**src/rtl/serial_subtractor.sv**
```systemverilog
// Bit-serial WIDTH-bit subtractor (a - b, LSB first, one full-subtractor step per clock).
// Define SERIAL_SUBTRACTOR_ADD_EN to add an 'op' port selecting add (1) or subtract (0).
module serial_subtractor #(
   parameter int WIDTH = 16
) (
   input  logic             clk,
   input  logic             rst,
   input  logic             start,
`ifdef SERIAL_SUBTRACTOR_ADD_EN
   input  logic             op,
`endif
   input  logic [WIDTH-1:0] a,
   input  logic [WIDTH-1:0] b,
   output logic             busy,
   output logic             done,
   output logic [WIDTH-1:0] diff,
   output logic             borrow,
   output logic             zero
);

   localparam int CNT_W = (WIDTH > 2) ? $clog2(WIDTH) : 1;
   localparam logic [CNT_W-1:0] LAST_STEP = CNT_W'(WIDTH - 1);

   typedef enum logic [1:0] {
      IDLE  = 2'd0,
      SHIFT = 2'd1,
      DONE  = 2'd2
   } state_t;

   state_t           state;
   logic [WIDTH-1:0] a_sh;
   logic [WIDTH-1:0] b_sh;
   logic [WIDTH-1:0] res_sh;
   logic             br;
   logic [CNT_W-1:0] cnt;
   logic             op_r;
   logic             d_bit;
   logic             br_next;
   logic [WIDTH-1:0] res_next;

   // Returns {borrow/carry out, result bit} for one bit position.
   function automatic logic [1:0] step_bit(input logic ai, input logic bi,
                                           input logic ci, input logic add);
      logic d;
      logic co;
      d = ai ^ bi ^ ci;
      if (add)
         co = (ai & bi) | (ci & (ai ^ bi));
      else
         co = (~ai & bi) | (~(ai ^ bi) & ci);
      return {co, d};
   endfunction

   always_comb begin
      {br_next, d_bit} = step_bit(a_sh[0], b_sh[0], br, op_r);
      res_next         = {d_bit, res_sh[WIDTH-1:1]};
   end

   always_ff @(posedge clk) begin
      if (rst) begin
         state  <= IDLE;
         a_sh   <= '0;
         b_sh   <= '0;
         res_sh <= '0;
         br     <= 1'b0;
         cnt    <= '0;
         op_r   <= 1'b0;
         busy   <= 1'b0;
         done   <= 1'b0;
         diff   <= '0;
         borrow <= 1'b0;
         zero   <= 1'b0;
      end else begin
         case (state)
            IDLE: begin
               done <= 1'b0;
               if (start) begin
                  a_sh   <= a;
                  b_sh   <= b;
                  res_sh <= '0;
                  br     <= 1'b0;
                  cnt    <= '0;
`ifdef SERIAL_SUBTRACTOR_ADD_EN
                  op_r   <= op;
`else
                  op_r   <= 1'b0;
`endif
                  busy   <= 1'b1;
                  state  <= SHIFT;
               end
            end
            SHIFT: begin
               a_sh   <= a_sh >> 1;
               b_sh   <= b_sh >> 1;
               res_sh <= res_next;
               br     <= br_next;
               cnt    <= cnt + 1'b1;
               // Results are registered on the last step so they appear together with done.
               if (cnt == LAST_STEP) begin
                  state  <= DONE;
                  done   <= 1'b1;
                  diff   <= res_next;
                  borrow <= br_next;
                  zero   <= (res_next == '0);
               end
            end
            DONE: begin
               done  <= 1'b0;
               busy  <= 1'b0;
               state <= IDLE;
            end
            default: begin
               done  <= 1'b0;
               busy  <= 1'b0;
               state <= IDLE;
            end
         endcase
      end
   end

endmodule

```
**config.mk**
```make
export PLATFORM = sky130hd
export DESIGN_NAME = serial_subtractor
export DESIGN_NICKNAME = d
export VERILOG_FILES = /design/src/rtl/serial_subtractor.sv
export SDC_FILE = /design/constraint.sdc
export NUM_CORES = 1
export LEC_CHECK = 0
export ABC_AREA = 1
export CAP_MARGIN = 20
export CELL_PAD_IN_SITES_DETAIL_PLACEMENT = 1
export CELL_PAD_IN_SITES_GLOBAL_PLACEMENT = 2
export CORE_MARGIN = 2
export CORE_UTILIZATION = 28
export CTS_BUF_LIST = sky130_fd_sc_hd__clkbuf_8 sky130_fd_sc_hd__clkbuf_16
export DETAILED_ROUTE_END_ITERATION = 7
export HOLD_SLACK_MARGIN = 0.06
export PLACE_DENSITY_LB_ADDON = 0.1
export SETUP_SLACK_MARGIN = 0.02
export SYNTH_ARGS = -nofsm -noshare
export SYNTH_HDL_FRONTEND = slang
export SYNTH_SLANG_ARGS = --single-unit
```
**constraint.sdc**
```tcl
create_clock -name clk -period 2.1 [get_ports clk]
set_clock_uncertainty 0.2 [all_clocks]
set_input_delay 0.42 -clock clk [delete_from_list [all_inputs] [get_ports clk]]
set_output_delay 0.42 -clock clk [all_outputs]
set_load 0.01 [all_outputs]
```
==> impl_metrics.toml, run 1 <==
[floorplan]
rows = 38
die_h_um = 109
die_w_um = 109
ios = 55
core_um2 = 10800
dieArea_um2 = 12000
start_util_pct = 28.7

[clock_network]
clkLatencyLatePin_ns = 0.35
cts_resized = 0
clockBufferDepth = 2
ctsHtreeMaxLevel = 3
cts_tree = "built"
post_cts_buffers = 0
cts_made_buffers = 9
clock-sinks = 74
clk_pin_slew_worst_paths_ns = 0.08
cts_root_buf = "clkbuf_8"
cts_hold_buf = 0

[drt]
vias_per_cell = 4.45
drtAntennaViolNets = 0
num_vias = 2893
dr.pass1.iters = 4
totalWireLength_mm = 8.53
drt_iter0_drc = 87
wl_per_cell_um = 13.1
post-route-drc-count = 0

[synth]
yosys_warnings = 0
syn_area_um2 = 3120
ys_seq_elements = 74
ys_seq_area_share_pct = 47.6
avgSynthCellArea_um2 = 6.86
synth.net_count = 491
synthDistinctLibCells = 23
syn_inst = 454

[setup_path]
path_max_fanout = 2
critPathKind = "reg -> out"
cpMaxStageDelayCell = "clkdlybuf4s50_1"
crit_buf_inv = 1
critPathArrivalTime_ns = 1.26
start_kind = "register"
cp-end-kind = "output port"
crit_family = "buffers and inverters"
max_stage_delay_ns = 0.55
cp_cell_sequence = "clkdlybuf4s50_1"
cp.required_ns = 1.48

[timing]
worst_pin_slew_ns = 0.467
max-slew-margin-rel_pct = 68.8
rsz0062_at_grt = "false"
fmax_ghz = 0.531
fin_ws_ns = 0.216
setup_viol = 0
period_minus_slack_ns = 1.88
min_period_over_period_pct = 89.7
finalHoldViolCount = 0
tns_ns = 0
drv_slew = 0

[layout]
insertedDiodeCount = 0
num-fill-cells = 1372
seq_area_um2 = 1480
final_cells = 650
multiInputGateArea_um2 = 1370
synthToLayoutAreaGrowth_pct = 29.0
layout-drive-gt1-share_pct = 7.45
nets = 542
design_area_um2 = 4020

[global_routing]
gr-total-overflow = 0
grt_first_pass_wirelength_mm = 14.2
grt_pass1_vias = 2950
grt_start_max_net_pins = 33
grt_antenna_before_repair = 0
track_usage_pct = 15.4

[outcome]
outcome = "completed"

[power_and_ir_drop]
power.density_nw_per_um2 = 747
vdd_ir_drop_max_v = 0.000258
p_total_mw = 3.00
leakage_nw = 1.79

[placed_design]
gp_congestion = 0.733
placed_area_um2 = 3810
post-place-cells = 634
dp.final_hpwl_mm = 5.85
post-place-ws_ns = 0.166
port_buffers = 54

[worst_hold_path]
hold_path_class = "reg -> reg"

[run]
drv_cap = 0
-- registers in the layout, indices dropped and copies added, names as in the netlist, 2 cells and up --
signal,count
cnt,4
res_sh,15
state,2
diff,16
a_sh,16
b_sh,16
-- worst paths after layout --
kind                            cells after the start       end  slack [ns]  startpoint
worst min register to register                      2  b_sh[14]        0.26    b_sh[15]
worst max-delay path                                1    borrow        0.22      borrow
worst max register to register                      7    cnt[1]        0.28    state[1]
worst min-delay path                                2  b_sh[14]        0.26    b_sh[15]
-- cell families after synthesis --
family	Yosys count	synth area share, %
AO/OA/AOI/OAI	45	7.31
adder cells (fa/ha/maj)	2	1.04
buffers and inverters	61	8.47
AND/OR/NAND/NOR	272	35.6
flip-flops	74	47.6
-- cells in the mapped netlist, drive strengths merged --
| cell type | instances | area [um^2] |
|---|---|---|
| fa | 1 | 20.0 |
| dfxtp | 74 | 1480 |
| clkbuf | 4 | 15.0 |
| o21ai | 33 | 165 |
| nor2 | 93 | 362 |
| a21oi | 11 | 55.1 |
| ha | 1 | 12.5 |
| nor3 | 1 | 5.00 |
| nand2 | 141 | 547 |
| nand3 | 36 | 190 |
| inv | 38 | 143 |
| o21a | 1 | 7.51 |
| buf | 19 | 106 |
| nand4 | 1 | 6.26 |
-- routing by layer --
layer / track usage [%] / vias up / routed length, um
met3: 2.67 / 7 / 260
met5: 0 / - / 0
met2: 25.3 / 45 / 3970
li1: - / 1498 / -
met1: 20.1 / 1343 / 4200
met4: 5.97 / 0 / 102
-- layout by cell type (no fill, tap or decap), types with 3 or more instances in the layout --
cell type,instances
buf_4,6
o21ai_0,17
clkbuf_8,10
clkdlybuf4s50_1,54
nand3_1,34
inv_1,33
nand2_1,138
nor2_1,90
dfxtp_1,74
a21oi_1,11
inv_2,5
buf_12,3
clkinv_4,3
o21ai_1,16
-- report_power, final --
group	internal, mW	switching (mW)
Combinational	0.157	0.210
Clock	0.583	0.568
Sequential	1.45	0.0294
-- layout make-up --
| cell class | count | share of cell area (%) |
|---|---|---|
| Clock buffer | 10 | 3.42 |
| Timing Repair Buffer | 63 | 16.1 |
| Multi-Input combinational cell | 319 | 34.1 |
| Tap cell | 140 | 4.36 |
| Inverter | 38 | 3.55 |
| Sequential cell | 74 | 36.9 |
| Clock inverter | 6 | 1.65 |
-- metrics by stage --
| stage | utilization [%] | hold WS (ns) |
|---|---|---|
| final | 37.1 | 0.263 |
| after global routing | 37.1 | 0.295 |
| after detailed placement | 35.2 | 0.256 |
| after global placement | 35.2 | 0.250 |
| after floorplan | - | 0.226 |
| after CTS | 37.1 | 0.267 |
Power figures use the tool's default switching activity.
==> run 2, diff against run 1 <==
--- a/config.mk
+++ b/config.mk
@@ -7,10 +7,10 @@
 export LEC_CHECK = 0
 export ABC_AREA = 1
 export CAP_MARGIN = 20
-export CELL_PAD_IN_SITES_DETAIL_PLACEMENT = 1
-export CELL_PAD_IN_SITES_GLOBAL_PLACEMENT = 2
+export CELL_PAD_IN_SITES_DETAIL_PLACEMENT = 0
+export CELL_PAD_IN_SITES_GLOBAL_PLACEMENT = 1
 export CORE_MARGIN = 2
-export CORE_UTILIZATION = 28
+export CORE_UTILIZATION = 37
 export CTS_BUF_LIST = sky130_fd_sc_hd__clkbuf_8 sky130_fd_sc_hd__clkbuf_16
 export DETAILED_ROUTE_END_ITERATION = 7
 export HOLD_SLACK_MARGIN = 0.06
==> run 2 against run 1 <==
Worst setup slack improved by 0.028 ns. Worst hold slack got worse by 0.016 ns. Sequential power barely moved. Largest cell class unchanged. Power fell by 2.7%.
==> impl_metrics.toml, run 2 (synthesis gave the netlist of run 1 again) <==
[layout]
layout_commonest_cell = "nand2_1"
design_area_um2 = 3950
layout_common_cells = "nand2_1, nor2_1, dfxtp_1"
largestRegisters = "a_sh (16), b_sh (16), diff (16)"
insertedDiodeCount = 0
final_cells = 615
nets = 542
synthToLayoutAreaGrowth_pct = 26.9
layout-drive-gt1-share_pct = 7.25
final_util_pct = 48.3

[floorplan]
die_h_um = 95.8
ios = 55
core_um2 = 8180
start_util_pct = 38.1
die_w_um = 95.8
dieArea_um2 = 9170
rows = 33

[timing]
finalHoldViolCount = 0
max-slew-margin-rel_pct = 71.5
drv_slew = 0
fmax_ghz = 0.539
min_period_over_period_pct = 88.4
tns_ns = 0
worst_pin_slew_ns = 0.426
fin_ws_ns = 0.244
rsz0062_at_grt = "false"
setup_viol = 0
period_minus_slack_ns = 1.86
hold_slack_ns = 0.247

[power_and_ir_drop]
p_total_mw = 2.92
vdd_ir_drop_max_v = 0.000401
leakage_nw = 1.77
power.density_nw_per_um2 = 739

[drt]
drt_iter0_drc = 100
post-route-drc-count = 0
drtAntennaViolNets = 0
wl_per_cell_um = 11.8
dr.pass1.iters = 4
num_vias = 2827
totalWireLength_mm = 7.24
vias_per_cell = 4.60

[clock_network]
cts_root_buf = "clkbuf_8"
clock-sinks = 74
clockBufferDepth = 2
post_cts_buffers = 0
cts_tree = "built"
clk_pin_slew_worst_paths_ns = 0.08
cts_made_buffers = 9
cts_resized = 0
ctsHtreeMaxLevel = 3
clkLatencyLatePin_ns = 0.34
cts_hold_buf = 0

[placed_design]
placed_area_um2 = 3760
port_buffers = 54
post-place-cells = 599
dp.final_hpwl_mm = 4.75
post-place-ws_ns = 0.192
gp_congestion = 0.761

[global_routing]
gr-total-overflow = 0
grt_start_max_net_pins = 33
grt_first_pass_wirelength_mm = 12.6
track_usage_pct = 17.8
grt_pass1_vias = 2792
grt_antenna_before_repair = 0

[outcome]
outcome = "completed"

[setup_path]
timing.rr.end = "a_sh[12]"
critPathKind = "reg -> out"
path_depth = 1
cpMaxStageDelayCell = "clkdlybuf4s50_1"
cp.required_ns = 1.48
rrSetupSlack_ns = 0.45
start_kind = "register"
crit_family = "buffers and inverters"
cp_cell_sequence = "clkdlybuf4s50_1"
cp-end-kind = "output port"
critPathArrivalTime_ns = 1.24
crit_buf_inv = 1
critical_path.endpoint = "diff[15]"
ff2ff_path_depth = 8
crit_path_start = "diff[15]"
r2r-start = "state[1]"
max_stage_delay_ns = 0.55
path_max_fanout = 2

[worst_hold_path]
hold_path_startpoint = "a_sh[11]"
hold_path_class = "reg -> reg"

[run]
drv_cap = 0
[run 2: worst min-delay path, delay by kind of cell (launching register included)]
| family | cells | cell delay, ns |
|---|---|---|
| flip-flops | 1 | 0.32 |
| AND/OR/NAND/NOR | 2 | 0.10 |
[run 2: how the worst min path moves through the flow]
stage                    end  slack (ns)  cells past startpoint
finish              a_sh[10]        0.25                      2
detailed placement  b_sh[14]        0.26                      2
global route        a_sh[10]        0.29                      2
floorplan           b_sh[14]        0.23                      2
CTS                 a_sh[10]        0.25                      2
global placement    a_sh[10]        0.24                      2
[run 2: cell type report]
cell class	instances	area, um^2
fillers	882	4220
flip-flops and latches	74	1480
multi-input cells	319	1370
repair buffers	63	633
inverters	38	143
well taps	105	131
clock buffers	9	124
clock inverters	7	70.1
[run 2: report_power, final]
part / switching (mW) / leakage [nW] / internal [mW]
Sequential: 0.0298 / 0.602 / 1.45
Combinational: 0.196 / 1.08 / 0.153
Clock: 0.543 / 0.0931 / 0.546
[run 2: routing by layer]
layer,global-route usage [%],routed length (um),up-vias
met5,0,0,-
met4,4.76,42,0
met3,4.93,285,5
met2,32.2,3540,55
met1,20.6,3370,1268
li1,-,-,1499
==> run 3, diff against run 2 <==
==> config.mk (replaced) <==
export PLATFORM = sky130hd
export DESIGN_NAME = serial_subtractor
export DESIGN_NICKNAME = d
export VERILOG_FILES = /design/src/rtl/serial_subtractor.sv
export SDC_FILE = /design/constraint.sdc
export NUM_CORES = 1
export LEC_CHECK = 0
export ABC_AREA = 1
export CAP_MARGIN = 20
export CORE_MARGIN = 2
export CORE_UTILIZATION = 45
export CTS_BUF_LIST = sky130_fd_sc_hd__clkbuf_8 sky130_fd_sc_hd__clkbuf_16
export DETAILED_ROUTE_END_ITERATION = 7
export HOLD_SLACK_MARGIN = 0.15
export PLACE_DENSITY = 0.73
export SETUP_SLACK_MARGIN = 0.02
export SYNTH_ARGS = -nofsm -noshare
export SYNTH_HDL_FRONTEND = slang
export SYNTH_SLANG_ARGS = --single-unit
==> constraint.sdc (replaced) <==
create_clock -name clk -period 1.65 [get_ports clk]
set_clock_uncertainty 0.2 [all_clocks]
set_input_delay 0.33 -clock clk [delete_from_list [all_inputs] [get_ports clk]]
set_output_delay 0.33 -clock clk [all_outputs]
set_load 0.01 [all_outputs]
==> run 3 against run 2 <==
First-iteration DRC count grew 96%. Sequential power grew 28%. Critical path depth increased by 6. Combinational power increased by 35%. Worst setup slack got worse by 0.16 ns. Critical endpoint is now zero. Largest power group unchanged. Highest routed layer unchanged.
==> impl_metrics.toml, run 3 (synthesis gave the netlist of run 1 again) <==
[outcome]
outcome = "completed"

[drt]
post-route-drc-count = 0
totalWireLength_mm = 6.91
dr.pass1.iters = 4
drt_iter0_drc = 196
wl_per_cell_um = 11.7
drtAntennaViolNets = 0
vias_per_cell = 4.89
num_vias = 2892

[floorplan]
ios = 55
dieArea_um2 = 7600
start_util_pct = 46.1
rows = 30
die_h_um = 87.2
die_w_um = 87.2
core_um2 = 6760

[placed_design]
gp_congestion = 0.800
port_buffers = 54
placed_area_um2 = 3790
post-place-ws_ns = -0.171
dp.final_hpwl_mm = 4.50

[global_routing]
gr-total-overflow = 0
track_usage_pct = 19.6
grt_start_max_net_pins = 49
grt_pass1_vias = 2599
grt_antenna_before_repair = 0
grt_first_pass_wirelength_mm = 11.6

[setup_path]
cp_cell_sequence = "inv_1 > fa_1 > nor2_1 > nand2_1 > nor2_1 > nand2_1 > a21oi_1"
cp.required_ns = 1.73
crit_buf_inv = 1
start_kind = "register"
path_max_fanout = 3
max_stage_delay_ns = 0.51
critPathKind = "reg -> reg"
critPathArrivalTime_ns = 1.65
crit_family = "adder cells"
cp-end-kind = "register"
cpMaxStageDelayCell = "fa_1"

[timing]
worst_pin_slew_ns = 0.280
period_minus_slack_ns = 1.57
min_period_over_period_pct = 95.2
fin_ws_ns = 0.0796
fmax_ghz = 0.637
finalHoldViolCount = 0
drv_slew = 0
rsz0062_at_grt = "true"
max-slew-margin-rel_pct = 81.3
setup_viol = 0

[layout]
layout-drive-gt1-share_pct = 9.00
design_area_um2 = 3980
num-fill-cells = 652
nets = 545
layout_common_cells = "nand2_1, nor2_1, dfxtp_1"
insertedDiodeCount = 0
synthToLayoutAreaGrowth_pct = 27.6
largestRegisters = "a_sh (16), b_sh (16), diff (16)"
layout_commonest_cell = "nand2_1"
final_util_pct = 58.8

[clock_network]
clockBufferDepth = 2
clk_pin_slew_worst_paths_ns = 0.08
clkLatencyLatePin_ns = 0.35
ctsHtreeMaxLevel = 3
cts_root_buf = "clkbuf_8"
cts_tree = "built"
cts_made_buffers = 9
clock-sinks = 74
cts_hold_buf = 0

[worst_hold_path]
hold_path_class = "reg -> reg"

[power_and_ir_drop]
power.density_nw_per_um2 = 928
leakage_nw = 1.89
vdd_ir_drop_max_v = 0.000407

[run]
drv_cap = 0
[run 3: final cells by class]
type / count / area [um^2] / area share, %
timing repair buffer: 65 / 673 / 16.9
tap: 80 / 100 / 2.52
inverter: 38 / 146 / 3.68
timing repair inverter: 1 / 7.51 / 0.189
sequential: 74 / 1490 / 37.4
clock inverter: 5 / 57.6 / 1.45
clock buffer: 9 / 124 / 3.12
multi-input combinational: 319 / 1380 / 34.7
[run 3: final timing paths]
kind                                 end  cells after the start  slack (ns)     start
worst min register to register  a_sh[10]                      2        0.25  a_sh[11]
worst max register to register      zero                      7        0.08        br
worst max-delay path                zero                      7        0.08        br
worst min-delay path            a_sh[10]                      2        0.25  a_sh[11]
[run 3: what timing repair did]
item,CTS,global route
gates cloned,0,1
pin swaps,0,4
resized for setup,20,9
buffers inserted,0,0
endpoints found under the setup margin,20,30
[run 3: per-stage QoR]
step	hold slack (ns)	power (mW)	instances	TNS, ns
detailed placement	0.249	2.40	576	-6.36
finish	0.254	3.69	591	0
global route	0.286	3.86	591	0
floorplan	0.226	2.19	454	0
global placement	0.236	2.39	576	-3.43
CTS	0.256	3.72	590	0
[run 3: where the power goes]
| group | switching, mW | internal (mW) |
|---|---|---|
| clock network | 0.650 | 0.678 |
| logic | 0.257 | 0.214 |
| registers | 0.0387 | 1.85 |
[run 3: routing by layer]
layer | GRT usage [%] | up-vias | wire length, um
met3 | 3.51 | 13 | 356
met2 | 32.1 | 67 | 3230
li1 | - | 1504 | -
met4 | 10.2 | 0 | 132
met5 | 0 | - | 0
met1 | 24.6 | 1308 | 3190
[run 3: worst register-to-register path, cell delays in order, from the launching register on]
cell     delay, ns
dfxtp_2       0.32
inv_1         0.05
fa_1          0.51
nor2_1        0.12
nand2_1       0.06
nor2_1        0.09
nand2_1       0.06
a21oi_1       0.11
